===== config.mk =====
export PLATFORM = sky130hd
export DESIGN_NAME = masked_nibble_sequencer
export DESIGN_NICKNAME = d
export VERILOG_FILES = /design/src/rtl/masked_nibble_sequencer.sv
export SDC_FILE = /design/constraint.sdc
export NUM_CORES = 1
export LEC_CHECK = 0
export BUFFER_PORTS_ARGS = -buffer_cell sky130_fd_sc_hd__buf_2
export CAP_MARGIN = 20
export CORE_AREA = 2 2 176 178
export CTS_CLUSTER_DIAMETER = 80
export DETAILED_ROUTE_END_ITERATION = 8
export DIE_AREA = 0 0 178 180
export HOLD_SLACK_MARGIN = 0.02
export PLACE_DENSITY = 0.67
export SLEW_MARGIN = 15
export SYNTH_ARGS = -nofsm -noshare
export SYNTH_HDL_FRONTEND = slang
export SYNTH_SLANG_ARGS = --single-unit

===== constraint.sdc =====
create_clock -name clk -period 6.2 [get_ports clk]
set_input_delay 0.93 -clock clk [delete_from_list [all_inputs] [get_ports clk]]
set_output_delay 0.93 -clock clk [all_outputs]
set_load 0.05 [all_outputs]

===== src/rtl/masked_nibble_sequencer.sv =====
// Serialising driver / write-back stage for a 3-share masked 4-bit G S-box stage.
// Issues one nibble triple per randomness beat and writes G results back in place.
module masked_nibble_sequencer #(
    parameter int NIBBLES = 16,
    parameter int G_LAT   = 1,
    parameter int RAND_W  = 18
) (
    input  logic                 clk,
    input  logic                 rst_n,
    input  logic                 start,
    input  logic [4*NIBBLES-1:0] state_in1,
    input  logic [4*NIBBLES-1:0] state_in2,
    input  logic [4*NIBBLES-1:0] state_in3,
    input  logic [RAND_W-1:0]    rnd_in,
    input  logic                 rnd_valid,
    output logic                 rnd_ready,
    output logic [3:0]           g_in1,
    output logic [3:0]           g_in2,
    output logic [3:0]           g_in3,
    output logic [RAND_W-1:0]    g_r,
    input  logic [3:0]           g_out1,
    input  logic [3:0]           g_out2,
    input  logic [3:0]           g_out3,
    output logic                 busy,
    output logic                 done,
    output logic [4*NIBBLES-1:0] state_out1,
    output logic [4*NIBBLES-1:0] state_out2,
    output logic [4*NIBBLES-1:0] state_out3
);

    localparam int W     = 4 * NIBBLES;
    localparam int IDX_W = (NIBBLES > 1) ? $clog2(NIBBLES) : 1;
    localparam logic [IDX_W-1:0] LAST_IDX = IDX_W'(NIBBLES - 1);

    typedef enum logic [1:0] {
        ST_IDLE  = 2'd0,
        ST_ISSUE = 2'd1,
        ST_DRAIN = 2'd2,
        ST_DONE  = 2'd3
    } state_t;

    function automatic logic [3:0] get_nibble(input logic [W-1:0] s, input logic [IDX_W-1:0] i);
        return s[{i, 2'b00} +: 4];
    endfunction

    function automatic logic [W-1:0] put_nibble(input logic [W-1:0] s, input logic [IDX_W-1:0] i,
                                                 input logic [3:0] n);
        logic [W-1:0] r;
        r = s;
        r[{i, 2'b00} +: 4] = n;
        return r;
    endfunction

    state_t              state_r;
    state_t              next_state_s;
    logic [IDX_W-1:0]    idx_r;
    logic                tag_valid_r [0:G_LAT];
    logic [IDX_W-1:0]    tag_idx_r   [0:G_LAT];
    logic [W-1:0]        share1_r;
    logic [W-1:0]        share2_r;
    logic [W-1:0]        share3_r;
    logic [3:0]          g_in1_r;
    logic [3:0]          g_in2_r;
    logic [3:0]          g_in3_r;
    logic [RAND_W-1:0]   g_r_r;
    logic                busy_r;
    logic                done_r;

    logic                load_s;
    logic                issue_s;
    logic                wb_s;
    logic [IDX_W-1:0]    wb_idx_s;

    assign load_s   = (state_r == ST_IDLE) && start;
    assign issue_s  = (state_r == ST_ISSUE) && rnd_valid;
    assign wb_s     = tag_valid_r[G_LAT];
    assign wb_idx_s = tag_idx_r[G_LAT];

    // FSM state register
    always_ff @(posedge clk or negedge rst_n) begin
        if (!rst_n) begin
            state_r <= ST_IDLE;
        end else begin
            state_r <= next_state_s;
        end
    end

    // FSM next-state logic
    always_comb begin
        next_state_s = state_r;
        case (state_r)
            ST_IDLE: begin
                if (start) begin
                    next_state_s = ST_ISSUE;
                end else begin
                    next_state_s = ST_IDLE;
                end
            end
            ST_ISSUE: begin
                if (issue_s && (idx_r == LAST_IDX)) begin
                    next_state_s = ST_DRAIN;
                end else begin
                    next_state_s = ST_ISSUE;
                end
            end
            ST_DRAIN: begin
                if (wb_s && (wb_idx_s == LAST_IDX)) begin
                    next_state_s = ST_DONE;
                end else begin
                    next_state_s = ST_DRAIN;
                end
            end
            ST_DONE: begin
                next_state_s = ST_IDLE;
            end
            default: begin
                next_state_s = ST_IDLE;
            end
        endcase
    end

    // Issue index: cleared on load, advanced once per consumed randomness beat
    always_ff @(posedge clk or negedge rst_n) begin
        if (!rst_n) begin
            idx_r <= {IDX_W{1'b0}};
        end else if (load_s) begin
            idx_r <= {IDX_W{1'b0}};
        end else if (issue_s) begin
            idx_r <= idx_r + IDX_W'(1);
        end else begin
            idx_r <= idx_r;
        end
    end

    // Tag pipe tracks which nibble each G result belongs to; it shifts every cycle
    always_ff @(posedge clk or negedge rst_n) begin
        if (!rst_n) begin
            for (int j = 0; j <= G_LAT; j++) begin
                tag_valid_r[j] <= 1'b0;
                tag_idx_r[j]   <= {IDX_W{1'b0}};
            end
        end else if (load_s) begin
            for (int j = 0; j <= G_LAT; j++) begin
                tag_valid_r[j] <= 1'b0;
                tag_idx_r[j]   <= {IDX_W{1'b0}};
            end
        end else begin
            tag_valid_r[0] <= issue_s;
            tag_idx_r[0]   <= idx_r;
            for (int j = 1; j <= G_LAT; j++) begin
                tag_valid_r[j] <= tag_valid_r[j-1];
                tag_idx_r[j]   <= tag_idx_r[j-1];
            end
        end
    end

    // Share registers: load whole state, or replace one nibble per share on write-back
    always_ff @(posedge clk or negedge rst_n) begin
        if (!rst_n) begin
            share1_r <= {W{1'b0}};
            share2_r <= {W{1'b0}};
            share3_r <= {W{1'b0}};
        end else if (load_s) begin
            share1_r <= state_in1;
            share2_r <= state_in2;
            share3_r <= state_in3;
        end else if (wb_s) begin
            share1_r <= put_nibble(share1_r, wb_idx_s, g_out1);
            share2_r <= put_nibble(share2_r, wb_idx_s, g_out2);
            share3_r <= put_nibble(share3_r, wb_idx_s, g_out3);
        end else begin
            share1_r <= share1_r;
            share2_r <= share2_r;
            share3_r <= share3_r;
        end
    end

    // G-stage operands: zeroed on every non-issue edge so no stale share lingers on a port
    always_ff @(posedge clk or negedge rst_n) begin
        if (!rst_n) begin
            g_in1_r <= 4'h0;
            g_in2_r <= 4'h0;
            g_in3_r <= 4'h0;
            g_r_r   <= {RAND_W{1'b0}};
        end else if (issue_s) begin
            g_in1_r <= get_nibble(share1_r, idx_r);
            g_in2_r <= get_nibble(share2_r, idx_r);
            g_in3_r <= get_nibble(share3_r, idx_r);
            g_r_r   <= rnd_in;
        end else begin
            g_in1_r <= 4'h0;
            g_in2_r <= 4'h0;
            g_in3_r <= 4'h0;
            g_r_r   <= {RAND_W{1'b0}};
        end
    end

    // Status flags registered alongside the state they describe
    always_ff @(posedge clk or negedge rst_n) begin
        if (!rst_n) begin
            busy_r <= 1'b0;
            done_r <= 1'b0;
        end else begin
            busy_r <= (next_state_s == ST_ISSUE) || (next_state_s == ST_DRAIN);
            done_r <= (next_state_s == ST_DONE);
        end
    end

    assign rnd_ready  = (state_r == ST_ISSUE);
    assign g_in1      = g_in1_r;
    assign g_in2      = g_in2_r;
    assign g_in3      = g_in3_r;
    assign g_r        = g_r_r;
    assign busy       = busy_r;
    assign done       = done_r;
    assign state_out1 = share1_r;
    assign state_out2 = share2_r;
    assign state_out3 = share3_r;

endmodule

==> impl_metrics.yaml, run 1 <==
critical_path:
  critPathMaxFanout: 12
  regToRegSetupSlack_ns: 3.16
  crit_arrival_ns: 3.53
  r2r-end: "state_out1[21]$_DFFE_PN0P_"
  startpoint_type: "flop"
  slowest_delay_ns: 0.83
  cp_num_buf_inv: 1
  endpoint_kind: "flop"
  crit_chain: "inv_1 > ha_1 > nor3b_1 > nand3_1 > nor2_1 > a221o_1"
  crit_slowest_cell: "nor2_1"
  reg2reg_depth: 6
  cp.required_ns: 6.69
  crit_family: "simple AND/OR/NAND/NOR gates"
  critPathKind: "flop to flop"
  regToRegStartpoint: "wb_idx_s[0]$_DFF_PN0_"
drt:
  wl_per_cell_microns: 26.3
  firstDrtPassIters: 7
  drt-total-wl_microns: 50200
  ant_nets: 0
  avgViaCountPerCell: 6.00
  drt_iter0_markers: 1219
  num_vias: 11500
  drc: 0
clock_network:
  clock-sinks: 240
  clk_latency_ns: 0.56
  cts-buffers-inserted: 29
  cts.htree.levels: 1
  cts_hold_buf: 0
  cts_tree: "yes"
  post_cts_buffers: 0
  clk_path_buf_depth: 3
  postCtsResizedCells: 0
  path_clk_slew_ns: 0.06
  root_buffer: "clkbuf_16"
synthesis:
  synth_cell_types: 49
  ys_ff_latch: 240
  ys_seq_area_frac: 0.503
  synth_top_family_by_area: "compound AO/OA/AOI/OAI gates"
  synthXorXnorAreaFrac: 0.00513
  synthMuxAreaShare: 0.0949
  syn_nets: 1322
  synth_compound_area_frac: 0.211
  synthFlopType: "dfrtp_1"
  post_synth.cell_area_avg_sq_um: 11.0
  ys_warn_count: 0
  synthAdderAreaFrac: 0.00524
  synth_area_sq_um: 12000
  async_flop_share: 1.00
  postSynthCellCount: 1091
  synth_edf_count: 0
  post_synth_and_or_nand_nor_area_fraction: 0.141
sta:
  hold_slack_ns: 0.362
  min_period_over_period: 0.490
  fin_crit_ns: 3.04
  relSlewSlack: 0.261
  rsz0062_at_grt: "false"
  setup_tns_ns: 0
  skew_ns: 0.0274
  final_max_slew_viol_count: 0
  fmaxAchievable_ghz: 0.329
  worst_pin_slew_ns: 1.11
  hold_violations: 0
  setup_viol: 0
die:
  io_pins: 451
  rows: 64
  initial_utilization: 0.396
  die_area_sq_um: 32000
  coreArea_sq_um: 30200
  die_w_microns: 178
  fp.dieH_microns: 180
placement:
  place.port_buffers: 450
  gp_congestion: 0.927
  dp_hpwl_microns: 35800
  placed_cells: 1847
final_layout:
  final_layout_size_suffix_gt1_frac: 0.365
  layoutNonFillerInstCount: 1911
  fillers: 2726
  multiInputGateArea_sq_um: 5510
  layout.nets: 1718
  layout_commonest_cell: "buf_2"
  syn_to_final_growth_pct: 29.9
  final_cell_mix: "buf_2 (449), dfrtp_1 (239), nand2_1 (91)"
  utilization: 0.514
  register_area_sq_um: 6010
power:
  pwr-share-seq: 0.289
  p_comb_frac: 0.543
  cellPowerDensity_nw_per_um2: 673
  p_clk_frac: 0.169
  p_sw_w: 0.00549
  switching_share: 0.525
  p_int_w: 0.00496
  total_leakage_power_nw: 8.00
  ir_worst_vdd_mv: 0.294
global_route:
  grt_use_total: 0.304
  grt_max_degree: 140
  gr-total-overflow: 0
  antenna_found_initial: 9
  grt_pass1_wl_microns: 73000
  grt_pass1_vias: 11100
worst_hold_path:
  hp-class: "primary input to async pin"
job:
  drv_cap: 0
outcome:
  status: "finished clean"
stage by stage:
step	area, sq um	total power (W)	setup slack (ns)
floorplan	12000	0.00690	3.89
global placement	14500	0.00856	2.89
detailed placement	14500	0.00863	2.85
CTS	15400	0.0104	3.24
global route	15500	0.0109	3.05
finish	15500	0.0104	3.16
power by group through the flow:
| stage | combinational, W | clock [W] | sequential (W) |
|---|---|---|---|
| 6_report | 0.00567 | 0.00176 | 0.00302 |
| 4_1_cts | 0.00562 | 0.00178 | 0.00300 |
| 2_1_floorplan | 0.00201 | 0 | 0.00489 |
| 5_1_grt | 0.00591 | 0.00186 | 0.00310 |
| 3_5_place_dp | 0.00561 | 0 | 0.00302 |
| 3_3_place_gp | 0.00555 | 0 | 0.00300 |
Yosys cell counts, drive strengths merged, types with 4 or more instances:
| cell | count | area, sq um |
|---|---|---|
| o211ai | 61 | 458 |
| a221o | 72 | 721 |
| clkbuf | 67 | 251 |
| nor4 | 4 | 25.0 |
| mux4 | 13 | 293 |
| ha | 5 | 62.6 |
| o21ai | 18 | 90.1 |
| nor2 | 10 | 37.5 |
| nor3b | 4 | 35.0 |
| dfrtp | 240 | 6010 |
| mux2i | 84 | 841 |
| buf | 43 | 218 |
| nand2 | 91 | 342 |
| a21o | 48 | 360 |
| a21oi | 5 | 25.0 |
| a22o | 59 | 517 |
| and2 | 79 | 494 |
| nor2b | 14 | 87.6 |
| nand3 | 75 | 375 |
| xor2 | 4 | 35.0 |
| o31ai | 12 | 95.1 |
| a22oi | 24 | 180 |
| inv | 5 | 18.8 |
| and3 | 24 | 150 |
registers in the layout, indices dropped and copies added (netlist names), 2 cells and up:
register and flops:
state_out1 64, state_out2 64, state_out3 64, g_r 18
g_in1 4, g_in2 4, g_in3 4, idx_r 4
tag_idx_r 4, wb_idx_s 4, state_r 2
worst reg2reg max path: cells and delay by family, from the launching register on:
family          cells  cell delay (ns)
buf+inv             1             0.10
fa+ha+maj           1             0.38
compound gates      1             0.31
simple gates        3             1.62
flops               1             0.56
worst max-delay path by stage:
stage / slack (ns) / end / cells after the start / from
global route: 3.05 / state_out1[21]$_DFFE_PN0P_ / 6 / wb_idx_s[0]$_DFF_PN0_
floorplan: 3.89 / state_out1[4]$_DFFE_PN0P_ / 5 / start
CTS: 3.24 / state_out1[21]$_DFFE_PN0P_ / 6 / wb_idx_s[0]$_DFF_PN0_
detailed placement: 2.85 / state_out1[62]$_DFFE_PN0P_ / 5 / start
finish: 3.16 / state_out1[21]$_DFFE_PN0P_ / 6 / wb_idx_s[0]$_DFF_PN0_
global placement: 2.89 / state_out1[62]$_DFFE_PN0P_ / 5 / start
final cells by class:
type	count	area share
flip-flops and latches	240	0.387
multi-input cells	736	0.355
repair buffers	475	0.160
clock buffers	38	0.0535
well taps	396	0.0319
clock inverters	14	0.0102
inverters	5	0.00121
diodes	7	0.00113
layer usage:
metal | GRT usage | routed length, microns
met5 | 0 | 26
met4 | 0.123 | 2220
met3 | 0.0673 | 4860
met2 | 0.482 | 23600
met1 | 0.403 | 19600
cell families (layout without fill, tap and decap cells):
kind of cell,after synthesis,in the layout
other,0,7
muxes,97,97
DFF,240,240
buffers and inverters,115,532
AOI/OAI and AO/OA,308,308
xor gates and xnor gates,7,7
and+or+nand+nor,319,319
adders and majority gates,5,5
(Power assumes the default switching activity.)
==> run 2: changes to the inputs <==
--- a/config.mk
+++ b/config.mk
@@ -7,12 +7,12 @@
 export LEC_CHECK = 0
 export BUFFER_PORTS_ARGS = -buffer_cell sky130_fd_sc_hd__buf_2
 export CAP_MARGIN = 20
-export CORE_AREA = 2 2 176 178
+export CORE_AREA = 2 2 178 180
 export CTS_CLUSTER_DIAMETER = 80
 export DETAILED_ROUTE_END_ITERATION = 8
-export DIE_AREA = 0 0 178 180
+export DIE_AREA = 0 0 180 182
 export HOLD_SLACK_MARGIN = 0.02
-export PLACE_DENSITY = 0.67
+export PLACE_DENSITY = 0.66
 export SLEW_MARGIN = 15
 export SYNTH_ARGS = -nofsm -noshare
 export SYNTH_HDL_FRONTEND = slang
==> constraint.sdc (replaced) <==
create_clock -name clk -period 2.9 [get_ports clk]
set_input_delay 0.435 -clock clk [delete_from_list [all_inputs] [get_ports clk]]
set_output_delay 0.435 -clock clk [all_outputs]
set_load 0.05 [all_outputs]
==> run 2 against run 1 <==
Register-to-register slack got worse by 2.8 ns. Critical path type unchanged. Power rose by 110%. Design area grew 0.18%. Clock skew fell by 0.00086 ns. Sequential cell count unchanged. Highest routed layer unchanged. Critical path depth did not move. Via count fell by 0.25%. Clock power increased by 95%. Setup slack got worse by 2.8 ns.
==> impl_metrics.yaml, run 2 (synthesized netlist as in run 1, its figures left out) <==
sta:
  final_max_slew_viol_count: 0
  hold_violations: 0
  setup_viol: 0
  worst_pin_slew_ns: 1.08
  relSlewSlack: 0.279
  rsz0062_at_grt: "false"
  fin_crit_ns: 2.57
  min_period_over_period: 0.886
  fmaxAchievable_ghz: 0.389
  skew_ns: 0.0266
  setup_tns_ns: 0
job:
  drv_cap: 0
critical_path:
  cp.required_ns: 3.37
  slowest_delay_ns: 0.81
  endpoint_kind: "flop"
  crit_slowest_cell: "a31oi_2"
  startpoint_type: "flop"
  critPathMaxFanout: 12
  crit_arrival_ns: 3.04
  crit_chain: "inv_1 > ha_1 > nand2b_1 > o21ai_0 > a31oi_2 > a21o_1"
  critPathKind: "flop to flop"
power:
  total_leakage_power_nw: 8.02
  ir_worst_vdd_mv: 0.690
  cellPowerDensity_nw_per_um2: 1420
placement:
  dp_hpwl_microns: 37100
  place.port_buffers: 450
  placed_cells: 1869
  gp_congestion: 0.915
final_layout:
  final_cell_mix: "buf_2 (449), dfrtp_1 (239), nand2_1 (91)"
  layout_commonest_cell: "buf_2"
  layout.nets: 1729
  layoutNonFillerInstCount: 1920
  syn_to_final_growth_pct: 30.1
  final_layout_size_suffix_gt1_frac: 0.369
die:
  rows: 65
  coreArea_sq_um: 31000
  io_pins: 451
  die_w_microns: 180
  initial_utilization: 0.386
  die_area_sq_um: 32800
  fp.dieH_microns: 182
drt:
  avgViaCountPerCell: 5.96
  drt_iter0_markers: 1145
  drt-total-wl_microns: 51200
  firstDrtPassIters: 5
  ant_nets: 0
  drc: 0
  num_vias: 11400
  wl_per_cell_microns: 26.7
clock_network:
  path_clk_slew_ns: 0.06
  clock-sinks: 240
  post_cts_buffers: 0
  cts_tree: "yes"
  clk_path_buf_depth: 3
  cts-buffers-inserted: 28
  cts.htree.levels: 1
  root_buffer: "clkbuf_16"
  clk_latency_ns: 0.56
global_route:
  gr-total-overflow: 0
  grt_pass1_wl_microns: 75100
  antenna_found_initial: 5
  grt_pass1_vias: 11400
  grt_max_degree: 94
  grt_use_total: 0.304
worst_hold_path:
  hp-class: "primary input to flop"
outcome:
  status: "finished clean"
## run 2: critical path, delay by kind of cell, from the launching register on
kind / cells / cell delay [ns]
simple gates: 1 / 0.20
buf+inv: 1 / 0.12
compound gates: 3 / 1.22
flops: 1 / 0.48
fa+ha+maj: 1 / 0.45
## run 2: area by class of cell
class / instances / area, sq um
diodes: 3 / 7.51
clock buffers: 39 / 833
clock inverters: 8 / 46.3
fillers: 2945 / 15400
inverters: 5 / 18.8
multi-input cells: 736 / 5520
flip-flops and latches: 240 / 6010
well taps: 402 / 503
repair buffers: 487 / 2610
## run 2: layer usage
metal  part of all wire  GRT usage  up-vias  routed length (microns)
li1                   -          -     4910                        -
met2               0.48      0.500      687                    24400
met5            0.00037          0        -                       19
met3              0.086     0.0634      112                     4420
met4              0.037      0.104        4                     1900
met1               0.40      0.401     5722                    20500
## run 2: timing repair
item                       in CTS  in global routing
resized for setup               0                  1
hold buffers                    1                  0
setup endpoints to repair       0                  4
hold endpoints to repair       77                  0
## run 2: power breakdown
group | switching (W) | internal, W
logic | 0.00875 | 0.00358
registers | 0.00153 | 0.00481
clock network | 0.00145 | 0.00198
total | 0.0117 | 0.0104
## run 2: path summary, 6_finish.rpt
check | startpoint | end | slack (ns) | cells past startpoint
min in group asynchronous | rst_n | state_out2[44]$_DFFE_PN0P_ | 0.46 | 2
hold reg to reg | tag_valid_r[1]$_DFF_PN0_ | wb_s$_DFF_PN0_ | 0.42 | 1
setup / recovery | wb_idx_s[1]$_DFF_PN0_ | state_out3[62]$_DFFE_PN0P_ | 0.33 | 6
hold / removal | state_in3[0] | state_out3[0]$_DFFE_PN0P_ | 0.09 | 3
setup reg to reg | wb_idx_s[1]$_DFF_PN0_ | state_out3[62]$_DFFE_PN0P_ | 0.33 | 6
max in group asynchronous | rst_n | state_out3[44]$_DFFE_PN0P_ | 1.59 | 3
## run 2: stage by stage
stage	util	setup slack [ns]	hold WS [ns]	cell area (sq um)	total power (W)
floorplan	-	0.668	0.139	12000	0.0148
finish	0.502	0.330	0.0919	15500	0.0221
detailed placement	0.473	0.259	0.435	14600	0.0186
global placement	0.473	0.288	0.430	14600	0.0185
global route	0.502	0.214	0.0811	15500	0.0230
CTS	0.501	0.243	0.0714	15500	0.0221
==> run 3: changes to the inputs <==
--- a/config.mk
+++ b/config.mk
@@ -13,6 +13,7 @@
 export DIE_AREA = 0 0 180 182
 export HOLD_SLACK_MARGIN = 0.02
 export PLACE_DENSITY = 0.66
+export RECOVER_POWER = 50
 export SLEW_MARGIN = 15
 export SYNTH_ARGS = -nofsm -noshare
 export SYNTH_HDL_FRONTEND = slang
==> run 3 against run 2 <==
Fmax up 0.76%. Sequential power hardly changed. Sequential share of layout area increased by 0.34 points. Sequential cell count unchanged. Clock power is essentially flat. Register-to-register slack gained 0.02 ns. Critical endpoint unchanged. Clock-buffer cell count unchanged. Routed wire length decreased by 0.20%. Setup slack improved by 0.019 ns. Highest routed layer unchanged.
==> impl_metrics.yaml, run 3 (synthesized netlist as in run 1, its figures left out) <==
drt:
  avgViaCountPerCell: 5.98
  firstDrtPassIters: 6
  drt-total-wl_microns: 51100
  drc: 0
  ant_nets: 0
  num_vias: 11500
  wl_per_cell_microns: 26.6
  drt_iter0_markers: 1180
power:
  cellPowerDensity_nw_per_um2: 1430
  ir_worst_vdd_mv: 0.690
  switching_share: 0.534
  p_comb_frac: 0.555
  p_clk_frac: 0.156
  total_leakage_power_nw: 7.72
  pwr-share-seq: 0.289
  p_int_w: 0.0102
  p_sw_w: 0.0117
critical_path:
  crit_chain: "inv_1 > ha_1 > nand2b_1 > o21ai_0 > a31oi_2 > a21o_1"
  endpoint: "state_out3[62]$_DFFE_PN0P_"
  regToRegSetupSlack_ns: 0.35
  critPathMaxFanout: 12
  reg2reg_depth: 6
  cp.required_ns: 3.37
  crit_arrival_ns: 3.02
  slowest_delay_ns: 0.81
  r2r-end: "state_out3[62]$_DFFE_PN0P_"
  crit_family: "compound AO/OA/AOI/OAI gates"
  cp_num_cells: 6
  critPathKind: "flop to flop"
  crit_start: "wb_idx_s[1]$_DFF_PN0_"
  endpoint_kind: "flop"
  startpoint_type: "flop"
  regToRegStartpoint: "wb_idx_s[1]$_DFF_PN0_"
  crit_slowest_cell: "a31oi_2"
  cp_num_buf_inv: 1
worst_hold_path:
  hp-class: "primary input to flop"
final_layout:
  syn_to_final_growth_pct: 28.9
  layout.nets: 1729
  layout_commonest_cell: "buf_2"
  final_cell_mix: "buf_2 (369), dfrtp_1 (240), nand2_1 (91)"
  final_layout_size_suffix_gt1_frac: 0.314
die:
  rows: 65
  fp.dieH_microns: 182
  coreArea_sq_um: 31000
  io_pins: 451
  initial_utilization: 0.386
  die_area_sq_um: 32800
  die_w_microns: 180
clock_network:
  root_buffer: "clkbuf_16"
  cts.htree.levels: 1
  path_clk_slew_ns: 0.06
  clk_path_buf_depth: 3
  post_cts_buffers: 0
  clk_latency_ns: 0.56
  clock-sinks: 240
  cts-buffers-inserted: 28
  cts_tree: "yes"
global_route:
  grt_pass1_wl_microns: 75100
  grt_max_degree: 94
  gr-total-overflow: 0
  grt_pass1_vias: 11400
  antenna_found_initial: 5
  grt_use_total: 0.304
sta:
  fmaxAchievable_ghz: 0.392
  final_max_slew_viol_count: 0
  fin_crit_ns: 2.55
  skew_ns: 0.0290
  setup_tns_ns: 0
  setup_viol: 0
  hold_violations: 0
  rsz0062_at_grt: "false"
  relSlewSlack: 0.0187
  fin_ws_ns: 0.350
  worst_pin_slew_ns: 1.47
  min_period_over_period: 0.879
placement:
  pre_cts_slack_ns: 0.259
  dp_hpwl_microns: 37100
  place.port_buffers: 450
  gp_congestion: 0.915
outcome:
  status: "finished clean"
job:
  drv_cap: 0
-- run 3: changes by cell type in the layout (fill, tap and decap cells not counted) --
cell and change:
buf_4 -3, buf_12 -2, and2_0 +11, clkbuf_1 +83, clkbuf_2 +2, dfrtp_1 +1, buf_2 -80, dfrtp_4 -1
and2_1 -11
-- run 3: how the worst min path moves through the flow --
stage	startpoint	endpoint	slack (ns)	cells after the start
finish	state_in2[3]	state_out2[3]$_DFFE_PN0P_	0.09	3
detailed placement	tag_valid_r[1]$_DFF_PN0_	wb_s$_DFF_PN0_	0.43	1
global placement	tag_valid_r[1]$_DFF_PN0_	wb_s$_DFF_PN0_	0.43	1
CTS	rnd_in[12]	g_r[12]$_DFF_PN0_	0.07	2
floorplan	rst_n	busy$_DFF_PN0_	0.14	0
global route	rnd_in[14]	g_r[14]$_DFF_PN0_	0.08	2
-- run 3: metal layers --
metal  GRT usage  routed length [microns]
met5           0                       21
met4       0.104                     2000
met3      0.0634                     4600
met2       0.500                    24400
met1       0.401                    20100
-- run 3: power groups by stage --
stage | clock (W) | combinational (W) | sequential [W]
floorplan | 0 | 0.00429 | 0.0105
global placement | 0 | 0.0122 | 0.00631
detailed placement | 0 | 0.0123 | 0.00635
CTS | 0.00348 | 0.0123 | 0.00630
global route | 0.00362 | 0.0128 | 0.00652
finish | 0.00343 | 0.0122 | 0.00634
-- run 3: layout make-up --
class                   count  area [sq um]
fillers                  2985         15600
flip-flops and latches    240          6010
multi-input cells         736          5520
repair buffers            487          2460
clock buffers              39           833
well taps                 402           503
clock inverters             8          46.3
inverters                   5          18.8
diodes                      3          7.51
-- run 3: repair_timing --
action                                  in CTS  in global routing
endpoints found under the setup margin       0                  4
endpoints found under the hold margin       77                  0
resized for setup                            0                  1
hold buffers                                 1                  0
-- run 3: tightest hold or removal path: stages --
cell and delay, ns:
buf_2 0.08, nand2_1 0.04, o21ai_1 0.06
-- run 3: per-stage QoR --
step | hold WS [ns] | cell area (sq um) | power [W] | cells | utilization
floorplan | 0.139 | 12000 | 0.0148 | 1091 | -
global placement | 0.430 | 14600 | 0.0185 | 1869 | 0.473
detailed placement | 0.435 | 14600 | 0.0186 | 1869 | 0.473
CTS | 0.0714 | 15500 | 0.0221 | 1917 | 0.501
global route | 0.0811 | 15400 | 0.0229 | 1920 | 0.497
finish | 0.0904 | 15400 | 0.0220 | 1920 | 0.497
